--- src/rtl/tdm_demux4.sv ---
// Receive side of the 4:1 TDM link: realigns on the slot-0 marker, rebuilds
// the parallel word, and reports framing loss or early markers.
module tdm_demux4 #(
  parameter int N  = 4,
  parameter int SW = 2
) (
  input  logic          clk,
  input  logic          rst,
  input  logic          en,
  input  logic          din,
  input  logic          sync,
  output logic [N-1:0]  o,
  output logic          valid,
  output logic [SW-1:0] slot,
  output logic          locked,
  output logic          sync_err
);

  typedef enum logic {HUNT, LOCKED} state_t;

  state_t        state_q, state_d;
  logic [SW-1:0] slot_q, slot_d;
  logic [N-1:0]  shadow_q, shadow_d;
  logic [N-1:0]  o_q, o_d;
  logic          valid_q, valid_d;
  logic          locked_q, locked_d;
  logic          sync_err_q, sync_err_d;

  always_comb begin
    state_d    = state_q;
    slot_d     = slot_q;
    shadow_d   = shadow_q;
    o_d        = o_q;
    valid_d    = 1'b0;
    sync_err_d = 1'b0;

    if (en) begin
      case (state_q)
        HUNT: begin
          if (sync) begin
            shadow_d[0] = din;
            slot_d      = SW'(1);
            state_d     = LOCKED;
          end
        end
        default: begin
          if (slot_q == '0) begin
            if (sync) begin
              shadow_d[0] = din;
              slot_d      = SW'(1);
            end else begin
              sync_err_d = 1'b1;
              state_d    = HUNT;
              slot_d     = '0;
            end
          end else if (sync) begin
            // Early marker: drop the partial frame and restart at slot 1.
            sync_err_d  = 1'b1;
            shadow_d[0] = din;
            slot_d      = SW'(1);
          end else begin
            shadow_d[slot_q] = din;
            slot_d           = slot_q + SW'(1);
            if (slot_q == SW'(N-1)) begin
              o_d     = {din, shadow_q[N-2:0]};
              valid_d = 1'b1;
            end
          end
        end
      endcase
    end

    locked_d = (state_d == LOCKED);
  end

  always_ff @(posedge clk) begin
    if (rst) begin
      state_q    <= HUNT;
      slot_q     <= '0;
      shadow_q   <= '0;
      o_q        <= '0;
      valid_q    <= 1'b0;
      locked_q   <= 1'b0;
      sync_err_q <= 1'b0;
    end else begin
      state_q    <= state_d;
      slot_q     <= slot_d;
      shadow_q   <= shadow_d;
      o_q        <= o_d;
      valid_q    <= valid_d;
      locked_q   <= locked_d;
      sync_err_q <= sync_err_d;
    end
  end

  assign o        = o_q;
  assign valid    = valid_q;
  assign slot     = slot_q;
  assign locked   = locked_q;
  assign sync_err = sync_err_q;

endmodule

--- config.mk ---
export PLATFORM = sky130hd
export DESIGN_NAME = tdm_demux4
export DESIGN_NICKNAME = d
export VERILOG_FILES = /design/src/rtl/tdm_demux4.sv
export SDC_FILE = /design/constraint.sdc
export NUM_CORES = 1
export LEC_CHECK = 0
export CORE_AREA = 2 2 39 41
export CTS_CLUSTER_DIAMETER = 150
export DETAILED_ROUTE_END_ITERATION = 12
export DIE_AREA = 0 0 41 43
export GPL_TIMING_DRIVEN = 0
export MAX_ROUTING_LAYER = met4
export PLACE_DENSITY = 0.78
export SLEW_MARGIN = 5
export SYNTH_ARGS = -nofsm -noshare
export SYNTH_HDL_FRONTEND = slang
export SYNTH_SLANG_ARGS = --single-unit
export TNS_END_PERCENT = 1
--- constraint.sdc ---
create_clock -name clk -period 1.5 [get_ports clk]
set_input_delay 0.225 -clock clk [delete_from_list [all_inputs] [get_ports clk]]
set_output_delay 0.225 -clock clk [all_outputs]
set_load 0.005 [all_outputs]
==> results of run 1 <==
[sequential cells by signal, indices dropped and copies added, names as in the netlist]
register	flops
locked	1
o	4
sync_err	1
shadow_q	3
slot	2
valid	1
[path summary, 6_finish.rpt]
path                start          end  slack, ps  depth (start not counted)
setup / recovery  slot[0]  shadow_q[0]         80                          5
hold / removal       sync       locked        390                          3
hold reg to reg      o[3]         o[3]        470                          2
setup reg to reg  slot[0]  shadow_q[0]         80                          5
[layer usage]
metal	global-route usage (%)	part of all wire, %	up-vias
met1	19.2	47	198
met4	14.0	3.5	0
met5	-	0	-
met3	3.14	4.7	4
li1	-	-	232
met2	19.4	44	13
[cell usage after synthesis (all sizes together)]
cell	n
inv	2
nor2	1
or2b	1
dfxtp	12
o21ai	3
nand2b	8
nand2	6
nor4b	3
and4bb	1
nor3	1
xnor2	1
clkbuf	2
ha	5
nor3b	1
a21oi	3
mux2i	7
nand4	1
[final cells by class]
cell class              instances  area (sq um)  area share (%)
repair buffers                 13           128            16.7
well taps                      16          20.0            2.63
flip-flops and latches         12           244            32.0
clock buffers                   3          22.5            2.96
multi-input cells              42           333            43.7
inverters                       2          7.51           0.985
plain buffers                   2          7.51           0.985
[metrics by stage]
| step | TNS, ps | utilization, % | hold slack, ps | instances |
|---|---|---|---|---|
| final | 0 | 55.1 | 388 | 90 |
| after global routing | 0 | 55.1 | 435 | 90 |
| after CTS | 0 | 54.8 | 378 | 90 |
| after detailed placement | -1060 | 52.4 | 464 | 86 |
| after global placement | -1040 | 52.4 | 463 | 86 |
| after floorplan | 0 | - | 377 | 58 |
[power breakdown]
part | total (mW) | leakage [nW] | switching (mW) | internal (mW)
clock | 0.191 | 0.0138 | 0.0980 | 0.0929
combinational | 0.0625 | 0.154 | 0.0306 | 0.0319
sequential | 0.331 | 0.0984 | 0.00658 | 0.325
[worst register-to-register path, stage by stage (launching register included)]
cell and delay (ps):
dfxtp_2 390, inv_1 100, ha_1 260, or2b_1 240, o21ai_1 170, mux2i_1 200
[cell families after synthesis]
kind of cell / Yosys count / synth area share (%)
flops: 12 / 41.0
fa+ha+maj: 5 / 10.7
mux: 7 / 12.0
compound gates: 6 / 5.13
xor+xnor: 1 / 1.50
buf+inv: 4 / 2.57
simple gates: 23 / 27.1
[timing repair]
item | CTS | global route
gates cloned | 0 | 0
setup endpoints to repair | 7 | 6
buffers inserted | 1 | 0
pin swaps | 1 | 0
hold endpoints to repair | 0 | 0
resized for setup | 2 | 3
==> metrics, run 1 <==
count of buffers inserted at the top-level ports 12; Hold Buf Count CTS 0; iteration count of the initial detailed-routing pass 2; worst endpoint data arrival time approximately 1600 ps; max cap viols 0; fraction of the yosys area taken by sequential cells roughly two fifths; worst slew slack as a fraction of its limit roughly 73%; TritonCTS clock tree built; via count between 400 and 500; per-cell via count in the routed design just under 5; first-pass GRT wire length roughly 1.7 mm; DP HPWL approximately 730 um; final setup violation count 0; category of cells accounting for the largest share of critical-path delay flip-flops; post-synthesis sequential element count 12; slew at the pin with the worst max-slew slack around 410 ps; nets 86; distinct cell type count after synthesis 19; worst skew pair latency ~270 ps; worst path bufs/invs 1; deepest clock path buffer count 2; gpl congestion between 0.7 and 0.8; required time reported for the critical path endpoint approximately 1700 ps; post-route clock skew 1.62 ps; area enclosed by the die boundary approximately 1800 sq um; width of the chip roughly 40 um; Synth Cell Area between 500 and 600 sq um; overall routing resource usage between 15 and 20%; clk root buf clkbuf_4; post-synth net total 68; worst path cell trace inv_1 > ha_1 > or2b_1 > o21ai_1 > mux2i_1; worst setup slack after placement -212 ps; effective utilization at floorplan a little over two fifths; final critical-path required period 1420 ps; FP Rows 14; cell types occupying the most area after synthesis dfxtp_1 41%, mux2i_1 12%, ha_1 11%; num ports 14; area after detailed placement ~730 sq um; Mapped Cells just under 60; CP max stage cell dfxtp_2; count of warnings emitted by yosys 0; First DRT Iteration DRCs 2; overflow left after global routing 0; max-slew violation count 0; setup repair after global routing missed its margin false; critical path startpoint category flop; highest-count cells in the layout ignoring fill and taps 12 x clkdlybuf4s50_1, 9 x dfxtp_1, 8 x nand2b_1; cell type contributing the most total cell area after synthesis dfxtp_1; portion of synthesized cell area occupied by the leading cell type between 40% and 50%; Wirelength per Cell 11.0 um; delay of the slowest critical-path stage between 300 and 400 ps; number of antenna violations at the first check in global routing 0; leak pwr 0.266 nW; total power between 0.5 and 0.6 mW; post-route cell area ~760 sq um; vias in the first global route 410; total wirelength of the detailed-routed design ~1000 um; Worst Setup Slack, final roughly 82 ps; kind of critical path reg2reg; most common library cell in the layout ignoring fill and taps clkdlybuf4s50_1; PwrDens roughly 770 nW/um^2; number of antenna-violating nets in the routed design 0; mean cell area of the mapped netlist between 10 and 15 sq um; Highest Clock Rate 705 MHz; critical-path maximum fanout 6; count of filler cells inserted in the layout ~130; count of endpoints failing hold in the final timing report 0; type of the most critical hold path in2reg; number of sinks driven by the clock tree 12; crit path capture type flop; layout cell share with drive strength beyond 1 14.9%; pin count of the biggest net entering global routing 11; share of the clock period used by the worst path a little over nine tenths; clock-pin slew of the registers on the worst-case setup and hold paths 70 ps; signed area change from the synthesized netlist to the final layout 30.1%; run status finished, final reports clean; residual DRC count 0; clock buffers created by TritonCTS 3; Antenna diodes 0; height of the die between 40 and 50 um; Core ar. about 1400 sq um; maximum VDD drop around 460 uV; # H-tree levels 1
Power figures use the tool's default switching activity.
==> run 2: changes to the inputs <==
==> constraint.sdc (replaced) <==
create_clock -name clk -period 1.7 [get_ports clk]
set_input_delay 0.255 -clock clk [delete_from_list [all_inputs] [get_ports clk]]
set_output_delay 0.255 -clock clk [all_outputs]
set_load 0.005 [all_outputs]
==> run 2 against run 1 <==
Effect of this change: cell area is 1.8% lower; maximum frequency fell by 12%; first-iteration DRC count rose to 3.5 times the previous value; clock power down 12%; highest routed layer unchanged; die area is the same; routed wire length is 1.3% lower; cell count fell by 1.1%; via count increased by 0.67%; critical path depth down 1; non-clock buffer count down 1; largest power group unchanged; register-to-register slack barely moved.
==> metrics, run 2 (synthesis gave the netlist of run 1 again) <==
first-pass GRT wire length 1.70 mm (was 1.73 mm); number of sinks driven by the clock tree 12 (unchanged); num ports 14 (unchanged); clk root buf clkbuf_4 (unchanged); worst hold path endpoint locked (unchanged); max cap viols 0 (unchanged); number of flip-flops under the largest register name 4 (unchanged); crit path capture type flop (unchanged); area enclosed by the die boundary 1760 sq um (unchanged); maximum VDD drop 405 uV (was 460 uV); DP HPWL 726 um (unchanged); final critical-path required period 1600 ps (was 1420 ps); Core ar. 1380 sq um (unchanged); worst skew pair latency 270 ps (about the same); type of the most critical hold path in2reg (unchanged); slew at the pin with the worst max-slew slack 402 ps (was 412 ps); number of antenna-violating nets in the routed design 0 (unchanged); width of the chip 41 um (unchanged); Worst Setup Slack, final 95.4 ps (was 81.9 ps); gpl congestion 0.751 (unchanged); kind of critical path reg2reg (unchanged); pin count of the biggest net entering global routing 11 (unchanged); # H-tree levels 1 (unchanged); total power 0.514 mW (was 0.585 mW); post-route cell area 748 sq um (was 762 sq um); via count 450 (was 447); effective utilization at floorplan 42.3% (unchanged); per-cell via count in the routed design 5.06 (was 4.97); worst slew slack as a fraction of its limit 73.1% (was 72.5%); TritonCTS clock tree built (unchanged); Hold Path Cell Cnt 3 (unchanged); Hold Buf Count CTS 0 (unchanged); count of filler cells inserted in the layout 135 (was 133); iteration count of the initial detailed-routing pass 4 (was 2); final setup violation count 0 (unchanged); Highest Clock Rate 623 MHz (was 705 MHz); run status finished, final reports clean (unchanged); worst endpoint data arrival time 1800 ps (was 1620 ps); total wirelength of the detailed-routed design 975 um (was 988 um); highest-count cells in the layout ignoring fill and taps 12 x clkdlybuf4s50_1, 12 x dfxtp_1, 8 x nand2b_1 (was 12 x clkdlybuf4s50_1, 9 x dfxtp_1, 8 x nand2b_1); number of antenna violations at the first check in global routing 0 (unchanged); Wirelength per Cell 11.0 um (about the same); worst flop-to-flop path endpoint o[3] (was shadow_q[0]); Antenna diodes 0 (unchanged); clock-pin slew of the registers on the worst-case setup and hold paths 70 ps (about the same); worst reg-to-reg path cell count 4 (was 5); nets 85 (was 86); clock buffers created by TritonCTS 3 (unchanged); signed area change from the synthesized netlist to the final layout 27.8% (was 30.1%); count of buffers inserted at the top-level ports 12 (unchanged); overflow left after global routing 0 (unchanged); CTS-repair resized insts 0 (was 2); leak pwr 0.261 nW (was 0.266 nW); setup slack, reg-to-reg 100 ps (was 80 ps); share of the clock period used by the worst path 94.4% (was 94.5%); PwrDens 687 nW/um^2 (was 767 nW/um^2); residual DRC count 0 (unchanged); First DRT Iteration DRCs 7 (was 2); max-slew violation count 0 (unchanged); launch point of the worst reg-to-reg path slot[0] (unchanged); layout cell share with drive strength beyond 1 8.22% (was 14.9%); vias in the first global route 403 (was 410); worst setup slack after placement -41.5 ps (was -212 ps); post-route clock skew 1.63 ps (was 1.62 ps); area after detailed placement 726 sq um (unchanged); height of the die 43 um (unchanged); deepest clock path buffer count 2 (unchanged); Worst Min Path Start sync (unchanged); critical-path maximum fanout 6 (unchanged); Setup Fix Bufs, Post-CTS 0 (was 1); count of endpoints failing hold in the final timing report 0 (unchanged); setup repair after global routing missed its margin false (unchanged); critical path startpoint category flop (unchanged); required time reported for the critical path endpoint 1900 ps (was 1700 ps); FP Rows 14 (unchanged); overall routing resource usage 15.1% (was 15.3%)
-- run 2: cell count changes in the layout (fill, tap and decap cells not counted) --
cell / delta
o21ai_1: -1
ha_1: +1
ha_2: -1
dfxtp_1: +3
dfxtp_2: -3
buf_4: -1
o21ai_0: +1
-- run 2: worst max-delay path by stage --
stage | end | depth (start not counted) | startpoint
after floorplan | o[0] | 4 | slot[0]
after global placement | o[3] | 4 | en
after detailed placement | o[0] | 4 | en
after CTS | o[0] | 4 | slot[0]
after global routing | o[2] | 4 | slot[0]
final | o[3] | 4 | slot[0]
-- run 2: cell type report --
type	count	area, sq um	area share, %
Sequential cell	12	240	32.1
Timing Repair Buffer	12	120	16.1
Tap cell	16	20.0	2.68
Buffer	2	7.51	1.00
Inverter	2	7.51	1.00
Clock buffer	3	22.5	3.01
Multi-Input combinational cell	42	330	44.1
-- run 2: where the power goes --
group | leakage [nW] | switching (mW) | total [mW] | internal, mW
registers | 0.0972 | 0.00578 | 0.292 | 0.286
clock network | 0.0138 | 0.0862 | 0.168 | 0.0819
logic | 0.150 | 0.0269 | 0.0542 | 0.0274
-- run 2: worst max-delay path, cell delays in order, from the launching register on --
cell and delay, ps:
dfxtp_1 440, inv_1 120, ha_1 280, nor4b_4 460, mux2i_1 230
-- run 2: metal layers --
layer	share of wire, %	vias up	GRT usage (%)
met5	0	-	-
met4	4.3	0	14.0
met3	4.9	4	3.14
met2	43	15	18.8
met1	48	201	19.2
li1	-	230	-
-- run 2: stage by stage --
step | util [%] | hold WS [ps] | setup TNS [ps] | cells
2_1_floorplan | - | 407 | 0 | 58
3_3_place_gp | 52.4 | 463 | -160 | 86
3_5_place_dp | 52.4 | 464 | -126 | 86
4_1_cts | 54.1 | 408 | 0 | 89
5_1_grt | 54.1 | 470 | 0 | 89
6_report | 54.1 | 419 | 0 | 89
==> patch: new RTL, settings of run 1 <==
Add an input register stage for `en`, `din` and `sync`, cleared by the reset; this delays them by one clock.
--- a/src/rtl/tdm_demux4.sv
+++ b/src/rtl/tdm_demux4.sv
@@ -18,6 +18,22 @@
 
   typedef enum logic {HUNT, LOCKED} state_t;
 
+  logic en_q;
+  logic din_q;
+  logic sync_q;
+
+  always_ff @(posedge clk) begin
+    if (rst) begin
+      en_q   <= '0;
+      din_q  <= '0;
+      sync_q <= '0;
+    end else begin
+      en_q   <= en;
+      din_q  <= din;
+      sync_q <= sync;
+    end
+  end
+
   state_t        state_q, state_d;
   logic [SW-1:0] slot_q, slot_d;
   logic [N-1:0]  shadow_q, shadow_d;
@@ -34,35 +50,35 @@
     valid_d    = 1'b0;
     sync_err_d = 1'b0;
 
-    if (en) begin
+    if (en_q) begin
       case (state_q)
         HUNT: begin
-          if (sync) begin
-            shadow_d[0] = din;
+          if (sync_q) begin
+            shadow_d[0] = din_q;
             slot_d      = SW'(1);
             state_d     = LOCKED;
           end
         end
         default: begin
           if (slot_q == '0) begin
-            if (sync) begin
-              shadow_d[0] = din;
+            if (sync_q) begin
+              shadow_d[0] = din_q;
               slot_d      = SW'(1);
             end else begin
               sync_err_d = 1'b1;
               state_d    = HUNT;
               slot_d     = '0;
             end
-          end else if (sync) begin
+          end else if (sync_q) begin
             // Early marker: drop the partial frame and restart at slot 1.
             sync_err_d  = 1'b1;
-            shadow_d[0] = din;
+            shadow_d[0] = din_q;
             slot_d      = SW'(1);
           end else begin
-            shadow_d[slot_q] = din;
+            shadow_d[slot_q] = din_q;
             slot_d           = slot_q + SW'(1);
             if (slot_q == SW'(N-1)) begin
-              o_d     = {din, shadow_q[N-2:0]};
+              o_d     = {din_q, shadow_q[N-2:0]};
               valid_d = 1'b1;
             end
           end
Function: changed (a bounded check fails within 4 cycles, from zero or initial values and one cycle with rst high).
==> patch against run 1 <==
Synthesized area rose by 13%. Power up 17%. Sequential cell count up 3. Via count grew 7.4%. Critical path depth is 1 lower. Wire length increased by 11%. Cell area grew 11%. Setup slack got worse by 0.010 ns. Count of clock-buffer cells in the layout rose by 1. Critical path type unchanged. Largest cell class unchanged. Largest power group unchanged.
==> patch: results (changes against run 1) <==
| Metric | Value |
|---|---|
| Placed cell area | 809.5 um^2 (+12%) |
| Status | completed |
| Most frequent cells after synthesis | dfxtp_1, nand2b_1, nand2_1, mux2i_1, ha_1 |
| Largest cells by area after synthesis | dfxtp_1, mux2i_1, ha_1 |
| Syn Inst Count | 65 (+12%) |
| Fillers | 116 (-13%) |
| Final WS setup | 0.07176 ns (-0.01015 ns) |
| Total GRT Usage | 15.16% (-0.11 points) |
| Vias in the first global route | 414 (+0.98%) |
| Slew @ Worst Pin | 0.4616 ns (+0.04964 ns) |
| Internal power | 0.5321 mW (+18%) |
| Fin cells | 98 (+8.9%) |
| Depth of the CTS H-tree | 1 (unchanged) |
| Worst hold margin | 0.4806 ns (+0.09261 ns) |
| Setup Slack @ Placement | -0.06661 ns (+0.1449 ns) |
| Clk_skew | 0.0004156 ns (-0.001206 ns) |
| Sequential fraction of the synthesis area | 45.54% (+4.5 points) |
| VDD IR max | 0.5301 mV (+15%) |
| Placed instance count | 94 (+9.3%) |
| Gpl congestion | 0.7555 (+0.57%) |
| Final nets | 93 (+8.1%) |
| CTS clk-pin slew, worst paths | roughly 0.08 ns |
| Reg2Reg Depth | 4 (-1) |
| CP Data Arrival Time | 1.65 ns (+0.03 ns) |
| HPWL after DPL | 812.8 um (+12%) |
| Initial DRC count | 4 (+2) |
| LEAKAGE | 0.3151 nW (+18%) |
| Yosys warns | 0 (unchanged) |
| Clk_lat worst skew | 0.29 ns (+0.02 ns) |
| Synthesized Nets | 75 (+10%) |
| Synth cell types | 21 (+2) |
| Ys async rst share | 0% (unchanged) |
| DR vias | 480 (+7.4%) |
| Final WL | 1099 um (+11%) |
| Share of cells above drive strength 1 | 13.41% (-1.5 points) |
| Worst hold path stage count | 2 (-1) |
| First-pass GRT wire length | 1704 um (-1.6%) |
| Port bufs | 13 (+1) |
-- patch: changes by cell type in the layout (fill, tap and decap cells not counted), moves of 2 or more --
cell,before,now
nor2b_1,0,3
nor4b_1,2,0
nand2_1,5,8
dfxtp_1,9,12
-- patch: path summary, 6_finish.rpt --
kind / endpoint / from
max: slot[1] / slot[0]
min: din_q / din
max reg2reg: slot[1] / slot[0]
min reg2reg: o[0] / shadow_q[0]
-- patch: metrics by stage --
stage	util, %	TNS (ns)
finish	60.85	0
global route	60.85	0
CTS	60.49	0
detailed placement	58.50	-0.2138
global placement	58.50	-0.09744
floorplan	-	0
-- patch: layout make-up --
cell class                      count  share of cell area [%]
Multi-Input combinational cell     47                   41.31
Sequential cell                    15                   36.40
Timing Repair Buffer               13                   15.45
Clock buffer                        4                   3.120
Tap cell                           16                   2.377
Inverter                            2                  0.8915
Buffer                              1                  0.4458
-- patch: power groups by stage --
stage               combinational, mW  sequential (mW)  clock (mW)
floorplan                      0.0220            0.420           0
global placement               0.0408            0.421           0
detailed placement             0.0415            0.422           0
CTS                            0.0418            0.413       0.238
global route                   0.0461            0.413       0.250
finish                         0.0416            0.411       0.232
-- patch: kinds of logic after synthesis --
family / synth area share (%)
buffers and inverters: 1.708
multiplexers: 10.63
XOR/XNOR: 1.329
flip-flops: 45.54
AO/OA/AOI/OAI: 5.123
AND/OR/NAND/NOR: 26.19
adder cells (fa/ha/maj): 9.488
-- patch: what timing repair did --
| action | CTS | global route |
|---|---|---|
| pin swaps | 0 | 0 |
| setup buffers | 0 | 0 |
| endpoints found under the hold margin | 0 | 0 |
| setup endpoints to repair | 5 | 5 |
| gates resized for setup | 1 | 3 |
-- patch: metal layers --
layer	vias up	share of wire (%)	GRT usage, %
met5	-	0	-
met1	216	46	18.54
met3	5	3.2	3.141
met2	9	47	20.63
met4	0	3.6	12.00
li1	250	-	-
-- patch: worst max-delay path: stages (launching register included) --
cell	delay, ns
dfxtp_4	0.38
inv_1	0.07
ha_1	0.26
or4b_4	0.53
a21oi_2	0.12
